--- config.mk ---
export PLATFORM = sky130hd
export DESIGN_NAME = exe_stage
export DESIGN_NICKNAME = d
export VERILOG_FILES = /design/src/rtl/exe_stage_pkg.sv /design/src/rtl/exe_stage_alu.sv /design/src/rtl/exe_stage.sv
export SDC_FILE = /design/constraint.sdc
export NUM_CORES = 1
export LEC_CHECK = 0
export ABC_AREA = 1
export CORE_AREA = 8 8 243 245
export DETAILED_ROUTE_END_ITERATION = 8
export DIE_AREA = 0 0 251 253
export HOLD_SLACK_MARGIN = 0.05
export SYNTH_ARGS = -nofsm -noshare
export SYNTH_HDL_FRONTEND = slang
export SYNTH_SLANG_ARGS = --single-unit
--- constraint.sdc ---
create_clock -name clk -period 7.5 [get_ports clk]
set_clock_uncertainty 0.15 [all_clocks]
set_input_delay 1.875 -clock clk [delete_from_list [all_inputs] [get_ports clk]]
set_output_delay 1.875 -clock clk [all_outputs]
set_load 0.005 [all_outputs]
--- src/rtl/exe_stage_pkg.sv ---
// Shared definitions for the LA32 execute stage: bus widths, ALU op bit positions, bus payload layouts.
package exe_stage_pkg;

  localparam int unsigned DS_TO_ES_BUS_WD = 151;
  localparam int unsigned ES_TO_MS_BUS_WD = 71;
  localparam int unsigned ALU_OP_WD       = 12;

  localparam int unsigned ALU_ADD  = 0;
  localparam int unsigned ALU_SUB  = 1;
  localparam int unsigned ALU_SLT  = 2;
  localparam int unsigned ALU_SLTU = 3;
  localparam int unsigned ALU_AND  = 4;
  localparam int unsigned ALU_NOR  = 5;
  localparam int unsigned ALU_OR   = 6;
  localparam int unsigned ALU_XOR  = 7;
  localparam int unsigned ALU_SLL  = 8;
  localparam int unsigned ALU_SRL  = 9;
  localparam int unsigned ALU_SRA  = 10;
  localparam int unsigned ALU_LUI  = 11;

  localparam logic [1:0] SRAM_SIZE_WORD = 2'b10;

  typedef struct packed {
    logic [ALU_OP_WD-1:0] alu_op;
    logic                 load_op;
    logic                 src1_is_pc;
    logic                 src2_is_imm;
    logic                 gr_we;
    logic                 mem_we;
    logic [4:0]           dest;
    logic [31:0]          imm;
    logic [31:0]          rj_value;
    logic [31:0]          rkd_value;
    logic [31:0]          pc;
    logic                 res_from_mem;
  } ds_to_es_t;

  typedef struct packed {
    logic        res_from_mem;
    logic        gr_we;
    logic [4:0]  dest;
    logic [31:0] alu_result;
    logic [31:0] pc;
  } es_to_ms_t;

endpackage

--- src/rtl/exe_stage_alu.sv ---
// One-hot ALU for the execute stage; shift amount is src2[4:0], lui passes src2 through.
module exe_stage_alu
  import exe_stage_pkg::*;
(
  input  logic [ALU_OP_WD-1:0] alu_op,
  input  logic [31:0]          alu_src1,
  input  logic [31:0]          alu_src2,
  output logic [31:0]          alu_result
);

  logic [31:0] sra_result;
  logic        slt_bit;
  logic        sltu_bit;

  assign sra_result = 32'($signed(alu_src1) >>> alu_src2[4:0]);
  assign slt_bit    = $signed(alu_src1) < $signed(alu_src2);
  assign sltu_bit   = alu_src1 < alu_src2;

  always_comb begin
    alu_result = '0;
    if (alu_op[ALU_ADD])  alu_result = alu_result | (alu_src1 + alu_src2);
    if (alu_op[ALU_SUB])  alu_result = alu_result | (alu_src1 - alu_src2);
    if (alu_op[ALU_SLT])  alu_result = alu_result | {31'd0, slt_bit};
    if (alu_op[ALU_SLTU]) alu_result = alu_result | {31'd0, sltu_bit};
    if (alu_op[ALU_AND])  alu_result = alu_result | (alu_src1 & alu_src2);
    if (alu_op[ALU_NOR])  alu_result = alu_result | ~(alu_src1 | alu_src2);
    if (alu_op[ALU_OR])   alu_result = alu_result | (alu_src1 | alu_src2);
    if (alu_op[ALU_XOR])  alu_result = alu_result | (alu_src1 ^ alu_src2);
    if (alu_op[ALU_SLL])  alu_result = alu_result | (alu_src1 << alu_src2[4:0]);
    if (alu_op[ALU_SRL])  alu_result = alu_result | (alu_src1 >> alu_src2[4:0]);
    if (alu_op[ALU_SRA])  alu_result = alu_result | sra_result;
    if (alu_op[ALU_LUI])  alu_result = alu_result | alu_src2;
  end

endmodule

--- src/rtl/exe_stage.sv ---
// LA32 execute stage: latches the ID bundle, computes the ALU result, issues one data-SRAM
// request per ld.w/st.w and hands the result bundle to MEM under valid/allowin.
module exe_stage
  import exe_stage_pkg::*;
(
  input  logic                       clk,
  input  logic                       reset,
  input  logic                       ms_allowin,
  output logic                       es_allowin,
  input  logic                       ds_to_es_valid,
  input  logic [DS_TO_ES_BUS_WD-1:0] ds_to_es_bus,
  output logic                       es_to_ms_valid,
  output logic [ES_TO_MS_BUS_WD-1:0] es_to_ms_bus,
  output logic [4:0]                 es_to_ds_dest,
  output logic                       es_to_ds_load_op,
  output logic [31:0]                es_to_ds_result,
  output logic                       data_sram_req,
  output logic                       data_sram_wr,
  output logic [1:0]                 data_sram_size,
  output logic [3:0]                 data_sram_wstrb,
  output logic [31:0]                data_sram_addr,
  output logic [31:0]                data_sram_wdata,
  input  logic                       data_sram_addr_ok
);

  localparam logic [0:0] IDLE = 1'b0;
  localparam logic [0:0] SENT = 1'b1;

  logic        es_valid;
  ds_to_es_t   es_bus;
  es_to_ms_t   ms_payload;
  logic [0:0]  addr_acc_r;
  logic [0:0]  addr_acc_nxt;
  logic        mem_op;
  logic        es_ready_go;
  logic        ms_handshake;
  logic [31:0] alu_src1;
  logic [31:0] alu_src2;
  logic [31:0] alu_result;

  always_ff @(posedge clk or posedge reset) begin
    if (reset)           es_valid <= 1'b0;
    else if (es_allowin) es_valid <= ds_to_es_valid;
  end

  // Bundle register carries no reset: es_valid qualifies every use of it.
  always_ff @(posedge clk) begin
    if (ds_to_es_valid && es_allowin) es_bus <= ds_to_es_t'(ds_to_es_bus);
  end

  assign alu_src1 = es_bus.src1_is_pc  ? es_bus.pc  : es_bus.rj_value;
  assign alu_src2 = es_bus.src2_is_imm ? es_bus.imm : es_bus.rkd_value;

  exe_stage_alu u_alu (
    .alu_op     (es_bus.alu_op),
    .alu_src1   (alu_src1),
    .alu_src2   (alu_src2),
    .alu_result (alu_result)
  );

  assign mem_op       = es_bus.load_op | es_bus.mem_we;
  assign es_ready_go  = ~mem_op | (addr_acc_r == SENT) | (data_sram_req & data_sram_addr_ok);
  assign es_allowin   = ~es_valid | (es_ready_go & ms_allowin);
  assign es_to_ms_valid = es_valid & es_ready_go;
  assign ms_handshake = es_to_ms_valid & ms_allowin;

  // Request tracking: remembers an accepted address until the instruction leaves for MEM.
  always_ff @(posedge clk or posedge reset) begin
    if (reset) addr_acc_r <= IDLE;
    else       addr_acc_r <= addr_acc_nxt;
  end

  always_comb begin
    addr_acc_nxt = addr_acc_r;
    if (ms_handshake)                            addr_acc_nxt = IDLE;
    else if (data_sram_req && data_sram_addr_ok) addr_acc_nxt = SENT;
  end

  // Never request unless MEM can take the instruction that owns the response.
  assign data_sram_req   = es_valid & mem_op & (addr_acc_r == IDLE) & ms_allowin;
  assign data_sram_wr    = es_bus.mem_we;
  assign data_sram_size  = SRAM_SIZE_WORD;
  assign data_sram_wstrb = es_bus.mem_we ? 4'hf : 4'h0;
  assign data_sram_addr  = alu_result;
  assign data_sram_wdata = es_bus.rkd_value;

  assign es_to_ds_dest    = (es_valid & es_bus.gr_we) ? es_bus.dest : 5'd0;
  assign es_to_ds_load_op = es_valid & es_bus.res_from_mem;
  assign es_to_ds_result  = alu_result;

  always_comb begin
    ms_payload.res_from_mem = es_bus.res_from_mem;
    ms_payload.gr_we        = es_bus.gr_we;
    ms_payload.dest         = es_bus.dest;
    ms_payload.alu_result   = alu_result;
    ms_payload.pc           = es_bus.pc;
  end

  assign es_to_ms_bus = ms_payload;

endmodule

==> results of run 1 <==
## metal layers
layer	vias to the layer above	GRT usage [%]
li1	8539	-
met1	8365	31.1
met2	1111	37.1
met3	187	5.67
met4	6	14.7
met5	-	0
## final timing paths
kind                                        to  slack, ns  cells past startpoint
setup / recovery           es_to_ds_result[24]       0.30                     19
max in group asynchronous             es_valid       5.65                      2
hold / removal                      addr_acc_r       0.39                      1
hold reg to reg                     addr_acc_r       0.39                      1
setup reg to reg                    es_bus[82]       4.66                      9
min in group asynchronous           addr_acc_r       1.43                      2
## area by class of cell
type                            instances  share of cell area [%]
Antenna cell                            1                  0.0125
Clock buffer                           17                    2.12
Clock inverter                         15                   0.868
Inverter                              256                    4.79
Multi-Input combinational cell       1877                    46.5
Sequential cell                       153                    22.9
Tap cell                              712                    4.44
Timing Repair Buffer                  378                    18.4
## power breakdown
part | internal (W) | switching, W | total [W] | leakage (nW)
registers | 0.000990 | 0.0000286 | 0.00102 | 1.42
logic | 0.000453 | 0.000870 | 0.00132 | 7.26
clock network | 0.000477 | 0.000408 | 0.000886 | 0.287
## per-stage QoR
stage | instance area [um2] | total power (W)
floorplan | 16400 | 0.00179
global placement | 19400 | 0.00233
detailed placement | 19400 | 0.00232
CTS | 20000 | 0.00322
global route | 20000 | 0.00338
finish | 20000 | 0.00323
## critical path, delay by kind of cell, from the launching register on
kind / cells / cell delay (ns)
buffers and inverters: 5 / 1.52
and+or+nand+nor: 11 / 1.45
DFF: 1 / 0.38
AOI/OAI and AO/OA: 1 / 0.68
adders and majority gates: 2 / 0.70
## cells in the final DEF, fill, tap and decap left out, types with 6 or more instances in the layout
master	n
sky130_fd_sc_hd__or2_2	21
sky130_fd_sc_hd__a211oi_1	14
sky130_fd_sc_hd__nor4_1	9
sky130_fd_sc_hd__o21ai_1	7
sky130_fd_sc_hd__nor2_1	181
sky130_fd_sc_hd__o22ai_1	11
sky130_fd_sc_hd__nand4_1	31
sky130_fd_sc_hd__o21bai_1	9
sky130_fd_sc_hd__a21oi_1	115
sky130_fd_sc_hd__edfxtp_1	151
sky130_fd_sc_hd__o211ai_1	6
sky130_fd_sc_hd__inv_1	252
sky130_fd_sc_hd__nor3_1	18
sky130_fd_sc_hd__a21o_1	6
sky130_fd_sc_hd__nand3_1	394
sky130_fd_sc_hd__nand2_1	782
sky130_fd_sc_hd__ha_1	97
sky130_fd_sc_hd__o21ai_0	117
sky130_fd_sc_hd__o2111ai_1	10
sky130_fd_sc_hd__clkbuf_16	17
sky130_fd_sc_hd__inv_8	7
sky130_fd_sc_hd__a221oi_1	6
sky130_fd_sc_hd__clkdlybuf4s50_1	336
sky130_fd_sc_hd__buf_4	41
## registers in the layout, summed over array words and instances (netlist names)
register / cells
addr_acc_r: 1
data_sram_wdata: 32
data_sram_wr: 1
es_bus: 79
es_to_ms_bus: 39
es_valid: 1
## cell families (layout without fill, tap and decap cells)
kind of cell | Yosys count | after routing | synth area share [%]
AOI/OAI and AO/OA | 325 | 325 | 11.4
xor gates and xnor gates | 1 | 1 | 0.0535
adders and majority gates | 99 | 99 | 7.66
buffers and inverters | 500 | 666 | 15.2
DFF | 153 | 153 | 28.0
other | 2 | 3 | 0.0459
and+or+nand+nor | 1450 | 1450 | 37.6
==> key figures, run 1 <==
GRT
  – Antenna violations before repair: 4
  – Remaining Overflow, GRT: 0
  – Wire length of the first global-routing pass: approximately 110000 um
  – Maximum number of pins on one net before global-route repair: 148
  – Gr usage total: 24.4%
  – Number of global-route vias before repair: 16900

Clocking
  – H-tree Lvls: 4
  – # hold bufs at CTS: 0
  – Insertion delay to the later sink of the worst-skew pair: 0.45 ns
  – Reg clk slew, reported paths: 0.07 ns
  – Worst-case clock buffer depth: 2
  – TritonCTS clock tree: built
  – CTS Root Cell: sky130_fd_sc_hd__clkbuf_16
  – Gates resized, CTS repair: 0
  – TritonCTS buffer count: 17
  – Post-CTS setup-driven buffer insertion count: 0
  – Clk sinks: approximately 150

Timing
  – Relative slew slack: approximately 35%
  – Shortest period the worst path allows: 7.20 ns
  – Worst Slack Setup Final: 0.295 ns
  – Min Hold Slack: between 0.3 and 0.4 ns
  – Total negative slack for setup checks: 0 ns
  – Final setup violation count: 0
  – Part of the cycle the worst path needs: between 90% and 100%
  – Max-slew violation count: 0
  – Number of hold violations in the final report: 0
  – Worst slew pin tran: between 0.9 and 1 ns
  – Unrepaired setup endpoints after global routing: no
  – Achievable clock frequency: 0.139 GHz

Synth
  – Async S/R FF share, synth: around 1.3%
  – Flop and latch count out of synthesis: 153
  – Synth Flop Type: sky130_fd_sc_hd__edfxtp_1
  – Commonest cells post-synth: sky130_fd_sc_hd__nand2_1 (782), sky130_fd_sc_hd__nand3_1 (394), sky130_fd_sc_hd__inv_1 (252), sky130_fd_sc_hd__nor2_1 (182), sky130_fd_sc_hd__edfxtp_1 (151)
  – Post-Synthesis Mean Instance Area: 6.47 um2
  – Post-synth cell types: between 40 and 50
  – EDFF count, synth: 151
  – Register area share after synthesis: 28.0%
  – Cell Area, Synth: 16400 um2
  – Top cell type by total area after synthesis: sky130_fd_sc_hd__edfxtp_1
  – Yosys warning count: 0
  – Area contributors post-synth: sky130_fd_sc_hd__edfxtp_1 (28%), sky130_fd_sc_hd__nand2_1 (18%), sky130_fd_sc_hd__nand3_1 (12%)
  – Gate count of the mapped netlist: 2530
  – Share of the synthesized area in the top cell type: 27.7%
  – Leading cell type by number of instances after synthesis: sky130_fd_sc_hd__nand2_1
  – Syn nets: around 2800

Worst setup path
  – Critical path origin: es_bus[137]
  – CP Data Required Time: 5.48 ns
  – Critical R2R Launch: data_sram_wr
  – Signal arrival time at the worst endpoint: about 5.2 ns
  – Delay of the slowest cell on the worst path: 0.68 ns
  – Sort of element at the start of the critical path: flip-flop
  – Type of element capturing the critical path: primary output
  – Highest-delay cell along the critical path: sky130_fd_sc_hd__o21ai_0
  – Most frequent cell on the critical path: sky130_fd_sc_hd__nand2_1
  – Crit path cell chain: inv_1 > buf_4 > nand2_1 > nand2_1 > inv_1 > ha_1 > fa_1 > inv_1 > nand2_1 > o21ai_0 > nand2_1 > nand2_1 > nand2_1 > nand2_1 > nand3_1 > nand3_1 > nand3_1 > nand3_1 > clkdlybuf4s50_1
  – WS Path Type: flip-flop to primary output
  – Biggest fanout along the worst timing path: 15

Floorplan
  – Full die area: 63500 um2
  – Chip height: 253 um
  – Starting density of the core: 29.5%
  – Boundary Pins: 339
  – Placeable core area: 55500 um2
  – Die X-Extent: between 200 and 300 um
  – Row count: 87

Layout
  – Number of nets in the layout: 2938
  – Number of fill cells in the layout: 6004
  – Reg area: between 4000 and 5000 um2
  – Post-layout instance count excluding filler cells: between 3000 and 4000
  – Core utilization of the finished layout: 36.1%
  – Layout cell share with drive strength beyond 1: roughly 4%
  – Layout overhead on the synthesized area: 22.5%
  – Multi-input gate area: approximately 9300 um2

Placed design
  – Placed insts: 3376
  – Setup WS pre-CTS: 0.915 ns
  – Half-perimeter wire length after placement: 66500 um
  – Port Buf Inserts: 336
  – Placer's final routability congestion estimate: about 1.1

Hold path
  – Min-Delay Path Class: flip-flop to flip-flop
  – Beginning of the worst hold path: addr_acc_r

Routing
  – Final ANT Viol Nets: 0
  – Length of the first detailed-routing pass in iterations: 7
  – Routed wire length: slightly above 80000 um
  – Vias post-DR: approximately 18000
  – Top Metal Used: met5
  – Sum of met3 wire segment lengths after detailed routing: 8290 um
  – Routed wire per std cell: 23.7 um
  – Detailed-route vias per instance: 5.34
  – Met1 WL: 32500 um
  – DRC violations left: 0
  – Number of DRC markers in iteration 0: 2139
  – Length of routed met2 wiring: 34400 um

Power and ir drop
  – Static Leakage: about 9 nW
  – Cell Pwr Density: 161 nW/um2
  – Peak supply drop: between 0.15 and 0.2 mV

Status
  – Status: finished, final reports clean

Job
  – Max-capacitance violation count: 0
Power figures use the tool's default switching activity.
==> run 2, diff against run 1 <==
Settings changed: SKIP_LAST_GASP from default to 1.
Clock period 7.5 ns to 8.1 ns, I/O delays scaled along.
==> key figures, run 2 (synthesis gave the netlist of run 1 again) <==
Hold path
  – Min-Delay Path Class: flip-flop to flip-flop (unchanged)
  – Beginning of the worst hold path: addr_acc_r (unchanged)
  – WHS Path Cells: 1 (unchanged)
  – Hold endpoint: addr_acc_r (unchanged)

Worst setup path
  – Sort of element at the start of the critical path: flip-flop (unchanged)
  – Depth of the worst register-to-register path: 9 (unchanged)
  – Signal arrival time at the worst endpoint: 5.09 ns (was 5.18 ns)
  – Internal reg-to-reg setup slack: 5.27 ns (was 4.66 ns)
  – Biggest fanout along the worst timing path: 21 (was 15)
  – RR Endpoint: es_bus[98] (was es_bus[82])
  – CP Data Required Time: 5.93 ns (was 5.48 ns)
  – Type of element capturing the critical path: primary output (unchanged)
  – WS Path Type: flip-flop to primary output (unchanged)
  – Critical R2R Launch: data_sram_wr (unchanged)

Layout
  – Number of nets in the layout: 2921 (was 2938)
  – Number of fill cells in the layout: 6034 (was 6004)
  – Max FFs per register: 79 (unchanged)
  – Layout cell share with drive strength beyond 1: 3.43% (was 4.04%)
  – Core utilization of the finished layout: 35.9% (was 36.1%)
  – Most frequent cells in the layout: sky130_fd_sc_hd__nand2_1 (782), sky130_fd_sc_hd__nand3_1 (394), sky130_fd_sc_hd__clkdlybuf4s50_1 (336) (unchanged)
  – Layout overhead on the synthesized area: 21.6% (was 22.5%)
  – Commonest non-fill, non-tap cell in the layout: sky130_fd_sc_hd__nand2_1 (unchanged)
  – Register with the most flip-flops: es_bus (unchanged)

Timing
  – Number of hold violations in the final report: 0 (unchanged)
  – Total negative slack for setup checks: 0 ns (unchanged)
  – Shortest period the worst path allows: 7.27 ns
  – Unrepaired setup endpoints after global routing: no (unchanged)
  – Max-slew violation count: 0 (unchanged)
  – Final setup violation count: 0 (unchanged)
  – Worst slew pin tran: 1.27 ns (was 0.958 ns)
  – Min Hold Slack: 0.390 ns (was 0.393 ns)
  – Part of the cycle the worst path needs: 89.7%
  – Achievable clock frequency: between 0.1 and 0.15 GHz
  – Relative slew slack: 15.1% (was 35.5%)

Clocking
  – Reg clk slew, reported paths: 0.07 ns (about the same)
  – CTS Root Cell: sky130_fd_sc_hd__clkbuf_16 (unchanged)
  – H-tree Lvls: 4 (unchanged)
  – Insertion delay to the later sink of the worst-skew pair: 0.45 ns (about the same)
  – Worst-case clock buffer depth: 2 (unchanged)
  – TritonCTS buffer count: 17 (unchanged)
  – Post-CTS setup-driven buffer insertion count: 0 (unchanged)
  – Gates resized, CTS repair: 0 (unchanged)
  – TritonCTS clock tree: built (unchanged)
  – # hold bufs at CTS: 0 (unchanged)
  – Clk sinks: 153 (unchanged)

Floorplan
  – Placeable core area: 55500 um2 (unchanged)
  – Full die area: 63500 um2 (unchanged)
  – Row count: 87 (unchanged)
  – Starting density of the core: 29.5% (unchanged)
  – Chip height: 253 um (unchanged)
  – Die X-Extent: 251 um (unchanged)
  – Boundary Pins: 339 (unchanged)

Placed design
  – Port Buf Inserts: 336 (unchanged)
  – Half-perimeter wire length after placement: 67200 um (was 66500 um)
  – Placer's final routability congestion estimate: 1.09 (was 1.11)

GRT
  – Remaining Overflow, GRT: 0 (unchanged)
  – Antenna violations before repair: 2 (was 4)
  – Maximum number of pins on one net before global-route repair: 149 (was 148)
  – Number of global-route vias before repair: 16800 (was 16900)
  – Gr usage total: 24.9% (was 24.4%)
  – Wire length of the first global-routing pass: 117000 um (was 115000 um)

Routing
  – Detailed-route vias per instance: 5.41 (was 5.34)
  – Number of DRC markers in iteration 0: 2765 (was 2139)
  – Length of the first detailed-routing pass in iterations: 8 (was 7)
  – Final ANT Viol Nets: 0 (unchanged)
  – DRC violations left: 0 (unchanged)
  – Routed wire length: 82800 um (was 80900 um)
  – Vias post-DR: 18300 (was 18200)
  – Routed wire per std cell: 24.4 um (was 23.7 um)

Power and ir drop
  – Static Leakage: 8.87 nW (was 8.96 nW)
  – Total power of the final layout: 0.00296 W (was 0.00323 W)
  – Peak supply drop: 0.226 mV (was 0.171 mV)
  – Cell Pwr Density: 149 nW/um2 (was 161 nW/um2)

Job
  – Max-capacitance violation count: 0 (unchanged)

Status
  – Status: finished, final reports clean (unchanged)
==> run 2: cell types whose count changed in the layout (fill, tap and decap cells not counted), sizes merged <==
| cell | delta |
|---|---|
| buf | -17 |
| clkinv | +3 |
| inv | -3 |
==> run 2: report_power, final <==
part / total (W) / internal (W) / switching [W]
clock: 0.000795 / 0.000433 / 0.000361
combinational: 0.00122 / 0.000411 / 0.000812
sequential: 0.000941 / 0.000917 / 0.0000242
==> run 2: worst max-delay path by stage <==
stage | endpoint | cells past startpoint | startpoint | slack (ns)
final | data_sram_addr[28] | 15 | es_bus[137] | 0.83
after global routing | data_sram_addr[24] | 18 | es_bus[137] | 0.48
after CTS | data_sram_addr[28] | 15 | es_bus[137] | 0.85
after detailed placement | data_sram_addr[28] | 15 | es_bus[137] | 1.39
after global placement | data_sram_addr[28] | 16 | es_bus[137] | 1.31
after floorplan | data_sram_wdata[0] | 6 | ms_allowin | 0.76
==> run 2: per-layer routing <==
metal	routed length [um]	vias up	share of wire, %	track usage, %
met5	13	-	0.016	0
li1	-	8519	-	-
met3	9160	169	11	5.70
met4	5430	2	6.6	14.7
met2	35500	1194	43	37.4
met1	32700	8453	39	32.5
==> run 2: critical path: stages, from the launching register on <==
cell                              delay [ns]
sky130_fd_sc_hd__edfxtp_1               0.38
sky130_fd_sc_hd__inv_1                  0.61
sky130_fd_sc_hd__buf_4                  0.27
sky130_fd_sc_hd__nand2_1                0.05
sky130_fd_sc_hd__nand2_1                0.35
sky130_fd_sc_hd__inv_1                  0.09
sky130_fd_sc_hd__ha_1                   0.46
sky130_fd_sc_hd__inv_1                  0.17
sky130_fd_sc_hd__o21ai_0                0.47
sky130_fd_sc_hd__a21boi_0               0.32
sky130_fd_sc_hd__nand3_1                0.30
sky130_fd_sc_hd__nand3_1                0.14
sky130_fd_sc_hd__nand3_1                0.09
sky130_fd_sc_hd__nand3_1                0.14
sky130_fd_sc_hd__nand4_1                0.26
sky130_fd_sc_hd__clkdlybuf4s50_1        0.55
==> run 2: metrics by stage <==
step	setup WS [ns]	instance area [um2]	std cells
after detailed placement	1.39	19300	3359
after floorplan	0.761	16400	2530
after global routing	0.480	19900	3391
after global placement	1.31	19300	3359
final	0.830	19900	3392
after CTS	0.854	19900	3391
==> run 2: layout make-up <==
| cell class | instances | area, um2 | area share (%) |
|---|---|---|---|
| Sequential cell | 153 | 4580 | 23.0 |
| Inverter | 256 | 961 | 4.83 |
| Clock buffer | 17 | 425 | 2.14 |
| Multi-Input combinational cell | 1877 | 9320 | 46.8 |
| Timing Repair Buffer | 361 | 3560 | 17.9 |
| Clock inverter | 15 | 158 | 0.792 |
| Antenna cell | 1 | 2.50 | 0.0126 |
| Tap cell | 712 | 891 | 4.48 |
